[src/rtl/itcm_arb.sv]
// rtl/itcm_arb.sv - IFU/LSU arbiter and response sequencer for the single-port ITCM RAM.
// Optional fairness (starvation counter, forced IFU priority) enabled by ITCM_ARB_FAIRNESS_EN.
module itcm_arb #(
  parameter int AW         = 14,
  parameter int DW         = 32,
  parameter int MW         = 4,
  parameter int STARVE_MAX = 4
) (
  input  logic          clk,
  input  logic          rst,
  input  logic          ifu_req_valid,
  output logic          ifu_req_ready,
  input  logic [AW-1:0] ifu_req_addr,
  output logic          ifu_rsp_valid,
  input  logic          ifu_rsp_ready,
  output logic [DW-1:0] ifu_rsp_rdata,
  input  logic          lsu_req_valid,
  output logic          lsu_req_ready,
  input  logic          lsu_req_we,
  input  logic [AW-1:0] lsu_req_addr,
  input  logic [DW-1:0] lsu_req_wdata,
  input  logic [MW-1:0] lsu_req_wem,
  output logic          lsu_rsp_valid,
  input  logic          lsu_rsp_ready,
  output logic [DW-1:0] lsu_rsp_rdata,
  output logic          ram_we,
  output logic [AW-1:0] ram_addr,
  output logic [DW-1:0] ram_din,
  output logic [MW-1:0] ram_wem,
  input  logic [DW-1:0] ram_dout
);

  if (STARVE_MAX < 1 || STARVE_MAX > 15) begin : g_bad_starve_max
    $error("itcm_arb: STARVE_MAX must be in 1..15");
  end

  logic          ifu_pend, ifu_hold;
  logic [DW-1:0] ifu_hold_data;
  logic          lsu_pend, lsu_hold, lsu_pend_wr;
  logic [DW-1:0] lsu_hold_data;
  logic [DW-1:0] lsu_live_data;
  logic          ifu_elig, lsu_elig, starved;
  logic          gnt_ifu, gnt_lsu;

  assign ifu_rsp_valid = ifu_pend | ifu_hold;
  assign lsu_rsp_valid = lsu_pend | lsu_hold;
  assign ifu_rsp_rdata = ifu_hold ? ifu_hold_data : ram_dout;
  assign lsu_live_data = lsu_pend_wr ? '0 : ram_dout;
  assign lsu_rsp_rdata = lsu_hold ? lsu_hold_data : lsu_live_data;

  // A slot being drained this cycle is not blocked, so the port can re-issue immediately.
  assign ifu_elig = ifu_req_valid & ~(ifu_rsp_valid & ~ifu_rsp_ready) & ~rst;
  assign lsu_elig = lsu_req_valid & ~(lsu_rsp_valid & ~lsu_rsp_ready) & ~rst;

  assign gnt_ifu = ifu_elig & (starved | ~lsu_elig);
  assign gnt_lsu = lsu_elig & ~gnt_ifu;

  assign ifu_req_ready = gnt_ifu;
  assign lsu_req_ready = gnt_lsu;

  assign ram_we   = gnt_lsu & lsu_req_we;
  assign ram_addr = gnt_ifu ? ifu_req_addr : lsu_req_addr;
  assign ram_din  = lsu_req_wdata;
  assign ram_wem  = ram_we ? lsu_req_wem : '0;

`ifdef ITCM_ARB_FAIRNESS_EN
  localparam logic [3:0] SMAX = 4'(STARVE_MAX);
  logic [3:0] starve_cnt;

  assign starved = (starve_cnt == SMAX);

  always_ff @(posedge clk or posedge rst) begin
    if (rst) begin
      starve_cnt <= '0;
    end else if (gnt_ifu) begin
      starve_cnt <= '0;
    end else if (ifu_req_valid && !starved) begin
      starve_cnt <= starve_cnt + 4'd1;
    end
  end
`else
  assign starved = 1'b0;
`endif

  always_ff @(posedge clk or posedge rst) begin
    if (rst) begin
      ifu_pend      <= 1'b0;
      ifu_hold      <= 1'b0;
      ifu_hold_data <= '0;
    end else begin
      ifu_pend <= gnt_ifu;
      if (ifu_rsp_ready) begin
        ifu_hold <= 1'b0;
      end else if (ifu_pend) begin
        ifu_hold      <= 1'b1;
        ifu_hold_data <= ram_dout;
      end
    end
  end

  always_ff @(posedge clk or posedge rst) begin
    if (rst) begin
      lsu_pend      <= 1'b0;
      lsu_pend_wr   <= 1'b0;
      lsu_hold      <= 1'b0;
      lsu_hold_data <= '0;
    end else begin
      lsu_pend    <= gnt_lsu;
      lsu_pend_wr <= gnt_lsu & lsu_req_we;
      if (lsu_rsp_ready) begin
        lsu_hold <= 1'b0;
      end else if (lsu_pend) begin
        lsu_hold      <= 1'b1;
        lsu_hold_data <= lsu_live_data;
      end
    end
  end

endmodule

[config.mk]
export PLATFORM = sky130hd
export DESIGN_NAME = itcm_arb
export DESIGN_NICKNAME = d
export VERILOG_FILES = /design/src/rtl/itcm_arb.sv
export SDC_FILE = /design/constraint.sdc
export NUM_CORES = 1
export LEC_CHECK = 0
export CORE_MARGIN = 2
export CORE_UTILIZATION = 39
export CTS_CLUSTER_SIZE = 20
export DETAILED_ROUTE_END_ITERATION = 10
export GPL_TIMING_DRIVEN = 1
export PLACE_DENSITY = 0.82
export SETUP_SLACK_MARGIN = 0.5
export SLEW_MARGIN = 20
export SYNTH_ARGS = -nofsm -noshare
export SYNTH_HDL_FRONTEND = slang
export SYNTH_SLANG_ARGS = --single-unit
[constraint.sdc]
create_clock -name clk -period 2.91 [get_ports clk]
set_clock_uncertainty 0.1 [all_clocks]
set_input_delay 0.4365 -clock clk [delete_from_list [all_inputs] [get_ports clk]]
set_output_delay 0.4365 -clock clk [all_outputs]
set_load 0.02 [all_outputs]
Word level (Yosys, flattened, before mapping)
Index checks and enable logic that the tools add are counted.
- mux-type cells: 9
- bitwise logic cells: 18
- reductions and logical operators: 4
- operators by type and width (cell ; count):
    $mux W32 ; 3
    $mux W14 ; 1
    $and A1 B1 Y1 ; 9
    $not A1 Y1 ; 7
    $mux W1 ; 4
    $mux W4 ; 1
    $reduce_and A2 Y1 ; 2
    $reduce_bool A2 Y1 ; 2
    $or A1 B1 Y1 ; 2
- flip-flop bits (word level): 69
- input bits: 103
- output and inout bits: 119
- word-level logic and storage cells: 38

Longest topological paths before layout
Gate-level depths: netlist of the first run.
- depth in word-level cells: 11
- mapped depth: 5
- mapped depth without buffers: 3

Worst setup path after synthesis of the first run
Ideal clock, no wire load.
- path kind: register -> output
- start: register lsu_pend
- end: output port ram_addr[10]
- arrival time: 1.402 ns
- required time: 2.374 ns
- setup slack: 0.971 ns
- cell stages (with the launch flop): 5
- path buffers: 1
- cells stage by stage: dfrtp_1 > o21ba_4 > o221ai_4 > buf_12 > mux2_4
- longest elaborated chain between the ends: 8
- RTL lines (what ; RTL line ; text):
    from (decl) ; 39 ; logic lsu_pend, lsu_hold, lsu_pend_wr;
    from (signal assigned) ; 108 ; lsu_pend <= gnt_lsu;
    $or A1 B1 Y1 ; 46 ; assign lsu_rsp_valid = lsu_pend | lsu_hold;
    $and A1 B1 Y1 ; 53 ; assign lsu_elig = lsu_req_valid & ~(lsu_rsp_valid & ~lsu_rsp_ready) & ~rst;
    $not A1 Y1 ; 53 ;
    $and A1 B1 Y1 (2 in series) ; 53 ;
    $not A1 Y1 ; 55 ; assign gnt_ifu = ifu_elig & (starved | ~lsu_elig);
    $and A1 B1 Y1 ; 55 ;
    $mux W14 ; 62 ; assign ram_addr = gnt_ifu ? ifu_req_addr : lsu_req_addr;
    to (decl) ; 27 ; output logic [AW-1:0] ram_addr,
No other way between the ends.

Final worst setup path of the first run
- start: register lsu_hold
- end: output port ram_addr[6]
- longest elaborated chain between the ends: 8
- RTL lines (what ; RTL line ; text):
    from (decl) ; 39 ;
    from (signal assigned) ; 105 ; lsu_hold <= 1'b0;
    from (signal assigned) ; 111 ; lsu_hold <= 1'b0;
    from (signal assigned) ; 113 ; lsu_hold <= 1'b1;
    $or A1 B1 Y1 ; 46 ;
    $and A1 B1 Y1 ; 53 ;
    $not A1 Y1 ; 53 ;
    $and A1 B1 Y1 (2 in series) ; 53 ;
    $not A1 Y1 ; 55 ;
    $and A1 B1 Y1 ; 55 ;
    $mux W14 ; 62 ;
No other way between the ends.

==> summary.txt, run 1 <==
Status
  – Result of the run: completed

Placement
  – Cell Area, Placed: between 5000 and 6000 sq um
  – Final weighted congestion in routability-driven placement: approximately 0.77
  – Number of buffers inserted by port buffering: approximately 160
  – Detail Placement HPWL: approximately 7500 um

Cells and area
  – Most frequent cells in the layout: sky130_fd_sc_hd__clkdlybuf4s50_1, sky130_fd_sc_hd__dfrtp_1, sky130_fd_sc_hd__nand2_1, sky130_fd_sc_hd__o21ai_0, sky130_fd_sc_hd__mux2_2
  – Final std cell area, no fill: 5670 sq um
  – Leading cell type in the layout, fill and taps excluded: sky130_fd_sc_hd__clkdlybuf4s50_1
  – Fraction of layout instances using a drive strength above 1: between 20% and 30%
  – Antenna cells: 0
  – Nets: 609
  – Relative area change from synthesis to final layout: 45.2%

Route
  – Antenna-violating nets left: 0
  – Mean number of vias per cell: a little under 5
  – Iteration-0 DRC Markers: slightly above 60
  – First-pass iteration count of the detailed router: 5
  – Detailed-route via count: slightly above 3k
  – Remaining routing DRC violations: 0
  – Detailed-route wire length per cell: roughly 15 um
  – Wirelength, routed: a little under 10000 um

Synthesis
  – Synthesis-stage register bit count: 69
  – Post-synth top area cell: sky130_fd_sc_hd__dfrtp_1
  – Yosys warnings: 0
  – Summed instance area of the synthesized netlist: approximately 4000 sq um
  – Number of different library cells in the post-synthesis netlist: 22
  – Post-synthesis cell count: between 300 and 400
  – Sequential area share after synthesis: between 40 and 50%
  – Synth Net Count: roughly 490
  – Post-synth top area share: between 40% and 50%
  – Leading cell types by total area after synthesis: sky130_fd_sc_hd__dfrtp_1, sky130_fd_sc_hd__mux2_2, sky130_fd_sc_hd__o21ai_0
  – Average instance area after synthesis: between 10 and 15 sq um

Timing
  – Count of final hold-check violations: 0
  – Time the final worst path needs with I/O delays and setup: about 2400 ps
  – Peak clock frequency supported by timing: 0.409 GHz
  – Unrepaired setup endpoints after global routing: true
  – Crit share post-route: between 80 and 90%
  – Worst slew slack as a fraction of its limit: approximately half
  – Setup-violating endpoint count in the final report: 0
  – Final Max Tran Viols: 0
  – Sum of negative setup slack: 0 ps
  – Transition time at the pin with the least slew margin: roughly 750 ps

Die
  – Die area: approximately 11000 sq um
  – Vertical die dimension: 104 um
  – Top-level I/O count: about 220
  – Core area: 9730 sq um
  – X dimension of the die: 104 um
  – Number of standard-cell rows in the floorplan: 36
  – Initial cell density of the core: approximately two fifths

Critical path
  – Startpoint of the most critical register-to-register path: lsu_pend$_DFF_PP0_
  – Required time of the worst setup path: around 2400 ps
  – Reg2reg end: lsu_hold_data[14]$_DFFE_PP0P_
  – Element type at the critical path end: output port
  – Worst reg-to-reg setup slack: 1410 ps
  – Cell count of the worst reg-to-reg path: 4
  – CP Launch Type: flip-flop
  – Highest fanout seen on the critical path: 7
  – Data arrival at the endpoint of the critical path: 1910 ps
  – Critical path type: flip-flop to output port

Pwr
  – Worst IR drop on VDD: ~0.29 mV
  – Leakage component of the power: 0.00271 uW
  – Power Dens Cells: about 530 nW/um^2

CTS
  – Htree depth: 3
  – Worst skew pair latency: about 330 ps
  – CTS tree: yes
  – CTS buffer count: 9
  – Clk buf depth: 2
  – Clock tree root buffer cell: sky130_fd_sc_hd__clkbuf_8
  – Clock input transition at the sequential cells of the worst setup and hold paths: approximately 70 ps
  – Clock net sink count: a little under 70

GRT
  – Met2 usage in global routing: around a third
  – Maximum number of pins on one net before global-route repair: 66
  – Wire length of the first global-routing pass: between 15000 and 20000 um
  – Gr ovfl total: 0
  – Busiest grt layer: met2
  – Global routing met3 resource utilization: approximately 7.2%
  – Overall track demand over capacity in global routing: 18.9%
  – Vias in the first global route: between 3k and 4k
  – Met1 capacity usage during global routing: between 20% and 30%
  – Antenna violations before repair: 0

Worst hold path
  – Tightest Hold Check Type: input port to async pin

Job
  – Max-cap viol count: 0
-- worst max path at each step --
stage	startpoint	end	slack (ps)	depth (start not counted)
after floorplan	rst	ifu_hold$_DFFE_PP0P_	630	1
after global placement	rst	ram_addr[2]	6	6
after detailed placement	rst	ram_addr[2]	-40	6
after CTS	lsu_hold$_DFFE_PP0P_	ram_addr[6]	430	6
after global routing	lsu_hold$_DFFE_PP0P_	ram_addr[6]	400	6
final	lsu_hold$_DFFE_PP0P_	ram_addr[6]	460	6
-- logic make-up (layout without fill, tap and decap cells) --
kind of cell	count (synthesis)	after routing	synth area share (%)
muxes	78	78	23.4
AOI/OAI and AO/OA	66	66	9.29
DFF	69	69	44.2
buffers and inverters	61	189	9.77
and+or+nand+nor	109	109	13.4
-- metal layers --
layer | vias up | share of wire (%)
li1 | 1501 | -
met1 | 1445 | 38
met2 | 136 | 51
met3 | 17 | 8.6
met4 | 0 | 2.4
met5 | - | 0
-- final cells by class --
class	count	area, sq um
inverters	3	11.3
repair buffers	170	1720
flip-flops and latches	69	1730
clock buffers	12	135
fillers	858	4060
multi-input cells	253	1830
clock inverters	4	72.6
well taps	133	166
-- through the flow --
stage          total power [uW]  instances  utilization [%]  hold WS, ps  setup slack, ps
6_report                   2980        644             58.3          319              465
4_1_cts                    3020        643             57.7          327              433
3_5_place_dp               2220        624             55.3          371            -42.4
5_1_grt                    3160        644             58.3          383              395
3_3_place_gp               2180        624             55.3          361             6.32
2_1_floorplan              1850        383                -          350              634
-- flip-flops by register name, indices dropped and copies added (netlist names) --
signal	cells
ifu_hold_data	32
lsu_pend	1
ifu_pend	1
lsu_hold	1
ifu_hold	1
lsu_hold_data	32
lsu_pend_wr	1
-- power by group --
part | switching (uW) | internal [uW] | total (uW)
clock network | 348 | 483 | 831
logic | 425 | 462 | 886
registers | 101 | 1160 | 1260
-- critical path: stages (launching register included) --
cell and delay (ps):
sky130_fd_sc_hd__dfrtp_2 420, sky130_fd_sc_hd__o21ba_4 220, sky130_fd_sc_hd__o221ai_4 240, sky130_fd_sc_hd__buf_6 150, sky130_fd_sc_hd__buf_16 120, sky130_fd_sc_hd__mux2_4 300, sky130_fd_sc_hd__buf_6 130
-- Yosys cell counts --
master,count
sky130_fd_sc_hd__o221ai_4,1
sky130_fd_sc_hd__o21ba_4,1
sky130_fd_sc_hd__inv_1,3
sky130_fd_sc_hd__clkbuf_2,1
sky130_fd_sc_hd__o21ai_0,64
sky130_fd_sc_hd__dfrtp_1,69
sky130_fd_sc_hd__and3_1,4
sky130_fd_sc_hd__or2_2,1
sky130_fd_sc_hd__and2_1,1
sky130_fd_sc_hd__mux2_4,9
sky130_fd_sc_hd__nand2_1,64
sky130_fd_sc_hd__nand2b_1,35
sky130_fd_sc_hd__nor2_1,2
sky130_fd_sc_hd__mux2_1,2
sky130_fd_sc_hd__mux2_2,67
sky130_fd_sc_hd__buf_4,32
sky130_fd_sc_hd__buf_12,1
sky130_fd_sc_hd__buf_2,6
sky130_fd_sc_hd__and2b_1,1
sky130_fd_sc_hd__nor2_4,1
sky130_fd_sc_hd__buf_6,1
sky130_fd_sc_hd__clkbuf_1,17
-- what timing repair did --
action	CTS	global route
hold buffers	0	0
pin swaps	2	2
resized for setup	155	23
endpoints found under the setup margin	86	31
setup buffers	2	1
gates cloned	1	0
No activity file was read; power rests on OpenSTA's default activity.
==> run 2: changes to the inputs <==
--- a/config.mk
+++ b/config.mk
@@ -6,11 +6,11 @@
 export NUM_CORES = 1
 export LEC_CHECK = 0
 export CORE_MARGIN = 2
-export CORE_UTILIZATION = 39
+export CORE_UTILIZATION = 35
 export CTS_CLUSTER_SIZE = 20
 export DETAILED_ROUTE_END_ITERATION = 10
 export GPL_TIMING_DRIVEN = 1
-export PLACE_DENSITY = 0.82
+export PLACE_DENSITY = 0.77
 export SETUP_SLACK_MARGIN = 0.5
 export SLEW_MARGIN = 20
 export SYNTH_ARGS = -nofsm -noshare
==> constraint.sdc (replaced) <==
create_clock -name clk -period 2.2 [get_ports clk]
set_clock_uncertainty 0.1 [all_clocks]
set_input_delay 0.33 -clock clk [delete_from_list [all_inputs] [get_ports clk]]
set_output_delay 0.33 -clock clk [all_outputs]
set_load 0.02 [all_outputs]
==> summary.txt, run 2 (same netlist as run 1, synthesis figures left out) <==
CTS
  – Clock input transition at the sequential cells of the worst setup and hold paths: 80 ps (about the same)
  – Htree depth: 3 (unchanged)
  – CTS tree: yes
  – CTS buffer count: 9 (unchanged)
  – Clock tree root buffer cell: sky130_fd_sc_hd__clkbuf_8
  – Clk buf depth: 2 (unchanged)
  – Clock net sink count: 69 (unchanged)
  – Worst skew pair latency: 340 ps (about the same)

Route
  – Routed length on met1: 5120 um (+36%)
  – Detailed-route via count: 3480 (+12%)
  – Remaining routing DRC violations: 0 (unchanged)
  – First-pass iteration count of the detailed router: 4 (-1)
  – Detailed-routed wire length on met2: 6910 um (+38%)
  – Detailed-route wire length per cell: 18.9 um (+24%)
  – Mean number of vias per cell: 4.98 (+3.5%)
  – Uppermost layer routed: met4
  – Iteration-0 DRC Markers: 119 (+92%)
  – Wirelength, routed: 13200 um (+34%)
  – Antenna-violating nets left: 0 (unchanged)
  – Total length of routed met3 wires: 796 um (-5.8%)

GRT
  – Wire length of the first global-routing pass: 17400 um (+5.5%)
  – Maximum number of pins on one net before global-route repair: 70 (+6.1%)
  – Gr ovfl total: 0 (unchanged)
  – Vias in the first global route: 3452 (+2.3%)
  – Antenna violations before repair: 0 (unchanged)
  – Overall track demand over capacity in global routing: 19.2% (+0.26 points)

Die
  – X dimension of the die: 110 um (+5.3%)
  – Initial cell density of the core: 35.9% (-4.3 points)
  – Top-level I/O count: 222 (unchanged)
  – Number of standard-cell rows in the floorplan: 38 (+5.6%)
  – Vertical die dimension: 110 um (+5.3%)
  – Core area: 10900 sq um (+12%)
  – Die area: 12000 sq um (+11%)

Pwr
  – Worst IR drop on VDD: 0.326 mV (+14%)
  – Power Dens Cells: 643 nW/um^2 (+22%)
  – Leakage component of the power: 0.00331 uW (+22%)

Cells and area
  – # fillers: 794 (-7.5%)
  – Final cell count without fillers: 699 (+8.5%)
  – Antenna cells: 0 (unchanged)
  – Leading registers by flop count: ifu_hold_data (32), lsu_hold_data (32)
  – Leading cell type in the layout, fill and taps excluded: sky130_fd_sc_hd__buf_6
  – Final core utilization: 65.8% (+7.6 points)
  – Relative area change from synthesis to final layout: 83.5%
  – Nets: 657 (+7.9%)
  – Most frequent cells in the layout: sky130_fd_sc_hd__buf_6, sky130_fd_sc_hd__clkdlybuf4s50_1, sky130_fd_sc_hd__dfrtp_1
  – Fraction of layout instances using a drive strength above 1: 56.9% (+32 points)

Timing
  – Crit share post-route: 107%
  – Final Max Tran Viols: 0 (unchanged)
  – Min setup slack post-route: -161 ps (-626 ps)
  – Worst slew slack as a fraction of its limit: 74.8% (+25 points)
  – Setup-violating endpoint count in the final report: 22 (+22)
  – Time the final worst path needs with I/O delays and setup: about 2400 ps
  – Peak clock frequency supported by timing: ~0.42 GHz
  – Count of final hold-check violations: 0 (unchanged)
  – Unrepaired setup endpoints after global routing: true
  – Transition time at the pin with the least slew margin: 378 ps (-377 ps)

Critical path
  – Crit. Startpoint: ifu_hold$_DFFE_PP0P_
  – Element type at the critical path end: output port
  – Data arrival at the endpoint of the critical path: 1930 ps (+20 ps)
  – Required time of the worst setup path: 1770 ps (-600 ps)
  – Max incr delay on CP: 430 ps (about the same)
  – Critical path's slowest cell: sky130_fd_sc_hd__dfrtp_2
  – CP Launch Type: flip-flop
  – Most repeated library cell on the critical path: sky130_fd_sc_hd__buf_6
  – CP Cell Sequence: buf_6 -> nor2_4 -> o221ai_4 -> buf_12 -> buf_16 -> mux2_4 -> buf_6
  – Highest fanout seen on the critical path: 5 (-2)
  – Startpoint of the most critical register-to-register path: lsu_hold$_DFFE_PP0P_
  – Critical path type: flip-flop to output port

Job
  – Max-cap viol count: 0 (unchanged)

Worst hold path
  – Tightest Hold Check Type: input port to async pin

Placement
  – Final weighted congestion in routability-driven placement: 0.788 (+2.1%)
  – Instance count after placement with tap cells included: 636 (+1.9%)
  – Number of buffers inserted by port buffering: 157 (unchanged)
  – Detail Placement HPWL: 7170 um (-4.5%)

Status
  – Result of the run: complete, but fails checks
  – Violated checks: setup timing
-- run 2: stage by stage --
step	setup slack (ps)	hold slack, ps	setup TNS (ps)	power [uW]	instance area (sq um)
floorplan	391	296	0	2440	3910
global placement	-547	361	-10230	2900	5470
detailed placement	-584	371	-11080	2940	5470
CTS	-187	171	-6650	4270	6210
global route	-236	208	-3640	4830	7170
finish	-161	175	-2120	4610	7170
-- run 2: final cells by class --
type                            count  area, sq um  share of cell area [%]
Clock buffer                       10          128                    1.78
Clock inverter                      6         87.6                    1.22
Inverter                            3         17.5                   0.244
Multi-Input combinational cell    253         2440                    34.1
Sequential cell                    69         1730                    24.1
Tap cell                          140          175                    2.44
Timing Repair Buffer              218         2590                    36.1
-- run 2: timing repair --
item / CTS / global route
gates cloned: 1 / 5
hold buffers: 0 / 0
setup endpoints to repair: 87 / 87
gates resized for setup: 396 / 338
setup buffers: 19 / 22
pin swaps: 4 / 15
-- run 2: path summary, 6_finish.rpt --
path	endpoint	slack, ps	cells after the start
setup reg to reg	ifu_pend$_DFF_PP0_	590	7
hold reg to reg	lsu_hold_data[7]$_DFFE_PP0P_	400	2
max in group asynchronous	ifu_hold_data[12]$_DFFE_PP0P_	1520	3
hold / removal	lsu_pend$_DFF_PP0_	170	3
min in group clk	lsu_hold_data[7]$_DFFE_PP0P_	400	2
setup / recovery	ram_addr[8]	-160	7
-- run 2: routing by layer --
metal  vias up  GRT usage [%]
li1       1607              -
met1      1707           21.2
met2       132           34.1
met3        34           5.39
met4         0           8.59
met5         -              0
-- run 2: critical path, delay by kind of cell, from the launching register on --
| kind | cells | cell delay (ps) |
|---|---|---|
| AOI/OAI and AO/OA | 1 | 160 |
| and+or+nand+nor | 1 | 150 |
| DFF | 1 | 430 |
| buffers and inverters | 4 | 550 |
| muxes | 1 | 300 |
-- run 2: report_power, final --
group          internal [uW]  switching, uW
Clock                    639            502
Combinational            991            766
Sequential              1530            175
Total                   3160           1440
==> run 3: changes to the inputs <==
--- a/config.mk
+++ b/config.mk
@@ -10,9 +10,10 @@
 export CTS_CLUSTER_SIZE = 20
 export DETAILED_ROUTE_END_ITERATION = 10
 export GPL_TIMING_DRIVEN = 1
-export PLACE_DENSITY = 0.77
+export PLACE_DENSITY = 0.86
 export SETUP_SLACK_MARGIN = 0.5
 export SLEW_MARGIN = 20
 export SYNTH_ARGS = -nofsm -noshare
 export SYNTH_HDL_FRONTEND = slang
 export SYNTH_SLANG_ARGS = --single-unit
+export TNS_END_PERCENT = 1
==> summary.txt, run 3 (same netlist as run 1, synthesis figures left out) <==
Placement
  – Instance count after placement with tap cells included: 638 (+0.31%)
  – DP Worst Slack: -585 ps (-1.32 ps)
  – Final weighted congestion in routability-driven placement: 0.762 (-3.2%)
  – Number of buffers inserted by port buffering: 157 (unchanged)
  – Detail Placement HPWL: 8090 um (+13%)

GRT
  – Global routing met3 resource utilization: 6.28% (+0.89 points)
  – Met1 capacity usage during global routing: 19.4% (-1.9 points)
  – Wire length of the first global-routing pass: 16900 um (-2.5%)
  – Overall track demand over capacity in global routing: 18.8% (-0.39 points)
  – Busiest grt layer: met2
  – Maximum number of pins on one net before global-route repair: 70 (unchanged)
  – Vias in the first global route: 3461 (+0.26%)
  – Met2 usage in global routing: 35.4% (+1.2 points)
  – Gr ovfl total: 0 (unchanged)
  – Antenna violations before repair: 0 (unchanged)

Cells and area
  – Antenna cells: 0 (unchanged)
  – Final cell count without fillers: 656 (-6.2%)
  – Most frequent cells in the layout: sky130_fd_sc_hd__clkdlybuf4s50_1, sky130_fd_sc_hd__dfrtp_1, sky130_fd_sc_hd__nand2_1, sky130_fd_sc_hd__o21ai_0, sky130_fd_sc_hd__buf_6
  – Leading registers by flop count: ifu_hold_data (32), lsu_hold_data (32)
  – Leading cell type in the layout, fill and taps excluded: sky130_fd_sc_hd__clkdlybuf4s50_1
  – Fraction of layout instances using a drive strength above 1: 39.7% (-17 points)
  – # fillers: 945 (+19%)
  – Nets: 614 (-6.5%)
  – Relative area change from synthesis to final layout: 50.8%

Pwr
  – Final Total Pwr: 4100 uW (-11%)
  – Switching portion of total power: 30.2% (-1.2 points)
  – Seq pwr share: 40.9% (+3.8 points)
  – Part of the power in the clock network: 26.6% (+1.8 points)
  – Worst IR drop on VDD: 0.346 mV (+6.4%)
  – Internal power: 2870 uW (-9.4%)
  – Share of power burned in combinational logic: 32.4% (-5.7 points)
  – Total net switching power: 1240 uW (-14%)
  – Leakage component of the power: 0.00271 uW (-18%)
  – Power Dens Cells: 697 nW/um^2 (+8.4%)

Timing
  – Count of final hold-check violations: 0 (unchanged)
  – Tightest hold margin: 207 ps (+32.2 ps)
  – Crit share post-route: 105% (-2.3 points)
  – Worst slew slack as a fraction of its limit: 75.0% (+0.19 points)
  – Min setup slack post-route: -110 ps (+50.9 ps)
  – Time the final worst path needs with I/O delays and setup: 2310 ps (-50.9 ps)
  – Transition time at the pin with the least slew margin: 375 ps (-2.81 ps)
  – Peak clock frequency supported by timing: 0.433 GHz (+2.2%)
  – Setup-violating endpoint count in the final report: 14 (-36%)
  – Final Max Tran Viols: 0 (unchanged)
  – Sum of negative setup slack: -1430 ps (+685 ps)
  – Unrepaired setup endpoints after global routing: true

CTS
  – Clock tree root buffer cell: sky130_fd_sc_hd__clkbuf_8
  – Post-cts hold buffer count: 0 (unchanged)
  – Clock input transition at the sequential cells of the worst setup and hold paths: 70 ps (about the same)
  – Clock net sink count: 69 (unchanged)
  – Clk buf depth: 2 (unchanged)
  – CTS tree: yes
  – Worst skew pair latency: 330 ps (about the same)
  – Htree depth: 3 (unchanged)
  – CTS buffer count: 9 (unchanged)

Route
  – First-pass iteration count of the detailed router: 4 (unchanged)
  – Remaining routing DRC violations: 0 (unchanged)
  – Detailed-route via count: 3213 (-7.7%)
  – Antenna-violating nets left: 0 (unchanged)
  – Mean number of vias per cell: 4.90 (-1.6%)
  – Wirelength, routed: 11100 um (-16%)
  – Iteration-0 DRC Markers: 100 (-16%)
  – Detailed-route wire length per cell: 17.0 um (-10%)

Die
  – Number of standard-cell rows in the floorplan: 38 (unchanged)
  – Die area: 12000 sq um (unchanged)
  – Initial cell density of the core: 35.9% (unchanged)
  – Top-level I/O count: 222 (unchanged)
  – Vertical die dimension: 110 um (unchanged)
  – X dimension of the die: 110 um (unchanged)
  – Core area: 10900 sq um (unchanged)

Critical path
  – Highest fanout seen on the critical path: 8 (+3)
  – Element type at the critical path end: output port
  – Data arrival at the endpoint of the critical path: 1880 ps (-50 ps)
  – Crit. Startpoint: lsu_rsp_ready
  – CP Launch Type: input port
  – Cell count of the worst reg-to-reg path: 5 (-2)
  – Reg2reg end: ifu_pend$_DFF_PP0_
  – Required time of the worst setup path: 1770 ps (about the same)
  – Worst reg-to-reg setup slack: 770 ps (+180 ps)
  – Critical path type: input port to output port
  – Startpoint of the most critical register-to-register path: lsu_hold$_DFFE_PP0P_

Job
  – Max-cap viol count: 0 (unchanged)

Status
  – Result of the run: complete, but fails checks
  – Violated checks: setup timing

Worst hold path
  – Tightest Hold Check Type: input port to async pin
-- run 3: changes by cell type in the layout (fill, tap and decap cells not counted), sizes merged --
cell | before | now
buf | 145 | 93
dlygate4sd2 | 1 | 7
clkdlybuf4s15 | 0 | 4
clkinv | 4 | 1
dlygate4sd1 | 0 | 2
bufinv | 2 | 1
clkinvlp | 1 | 2
-- run 3: final cells by class --
| class | instances | area [sq um] | area share [%] |
|---|---|---|---|
| inverters | 3 | 15.0 | 0.255 |
| well taps | 140 | 175 | 2.97 |
| flip-flops and latches | 69 | 1730 | 29.4 |
| clock buffers | 13 | 169 | 2.87 |
| multi-input cells | 253 | 1980 | 33.6 |
| repair buffers | 175 | 1780 | 30.2 |
| clock inverters | 3 | 42.5 | 0.722 |
-- run 3: power by group through the flow --
stage | Sequential [uW] | Combinational [uW] | Clock, uW
2_1_floorplan | 1640 | 797 | 0
3_3_place_gp | 1670 | 1240 | 0
3_5_place_dp | 1690 | 1270 | 0
4_1_cts | 1670 | 1270 | 1130
5_1_grt | 1710 | 1440 | 1190
6_report | 1680 | 1330 | 1090
-- run 3: worst max-delay path by stage --
| stage | depth (start not counted) | endpoint | slack [ps] |
|---|---|---|---|
| 6_report | 6 | ram_addr[9] | -110 |
| 3_3_place_gp | 6 | ram_addr[13] | -540 |
| 4_1_cts | 5 | ram_addr[9] | -120 |
| 3_5_place_dp | 6 | ram_addr[2] | -590 |
| 5_1_grt | 5 | ram_addr[12] | -150 |
| 2_1_floorplan | 4 | ram_addr[10] | 370 |
-- run 3: layer usage --
layer / share of wire (%) / up-vias
li1: - / 1505
met1: 37 / 1538
met5: 0 / -
met2: 54 / 148
met4: 1.6 / 0
met3: 7.9 / 22
-- run 3: per-stage QoR --
step                area, sq um  utilization (%)
finish                     5890             54.1
global route               5890             54.1
CTS                        5720             52.5
detailed placement         5480             50.3
global placement           5480             50.3
floorplan                  3910                -
-- run 3: worst max-delay path, cell delays in order --
cell and delay [ps]:
sky130_fd_sc_hd__clkdlybuf4s50_1 490, sky130_fd_sc_hd__o21ba_4 170, sky130_fd_sc_hd__o221ai_4 260, sky130_fd_sc_hd__buf_12 180, sky130_fd_sc_hd__mux2_4 310, sky130_fd_sc_hd__buf_6 130
-- run 3: timing repair --
item                                    in CTS  in global routing
setup buffers                                1                  0
gates resized for setup                    437                 80
pin swaps                                    3                  1
gates cloned                                 1                  0
endpoints found under the setup margin      87                 86
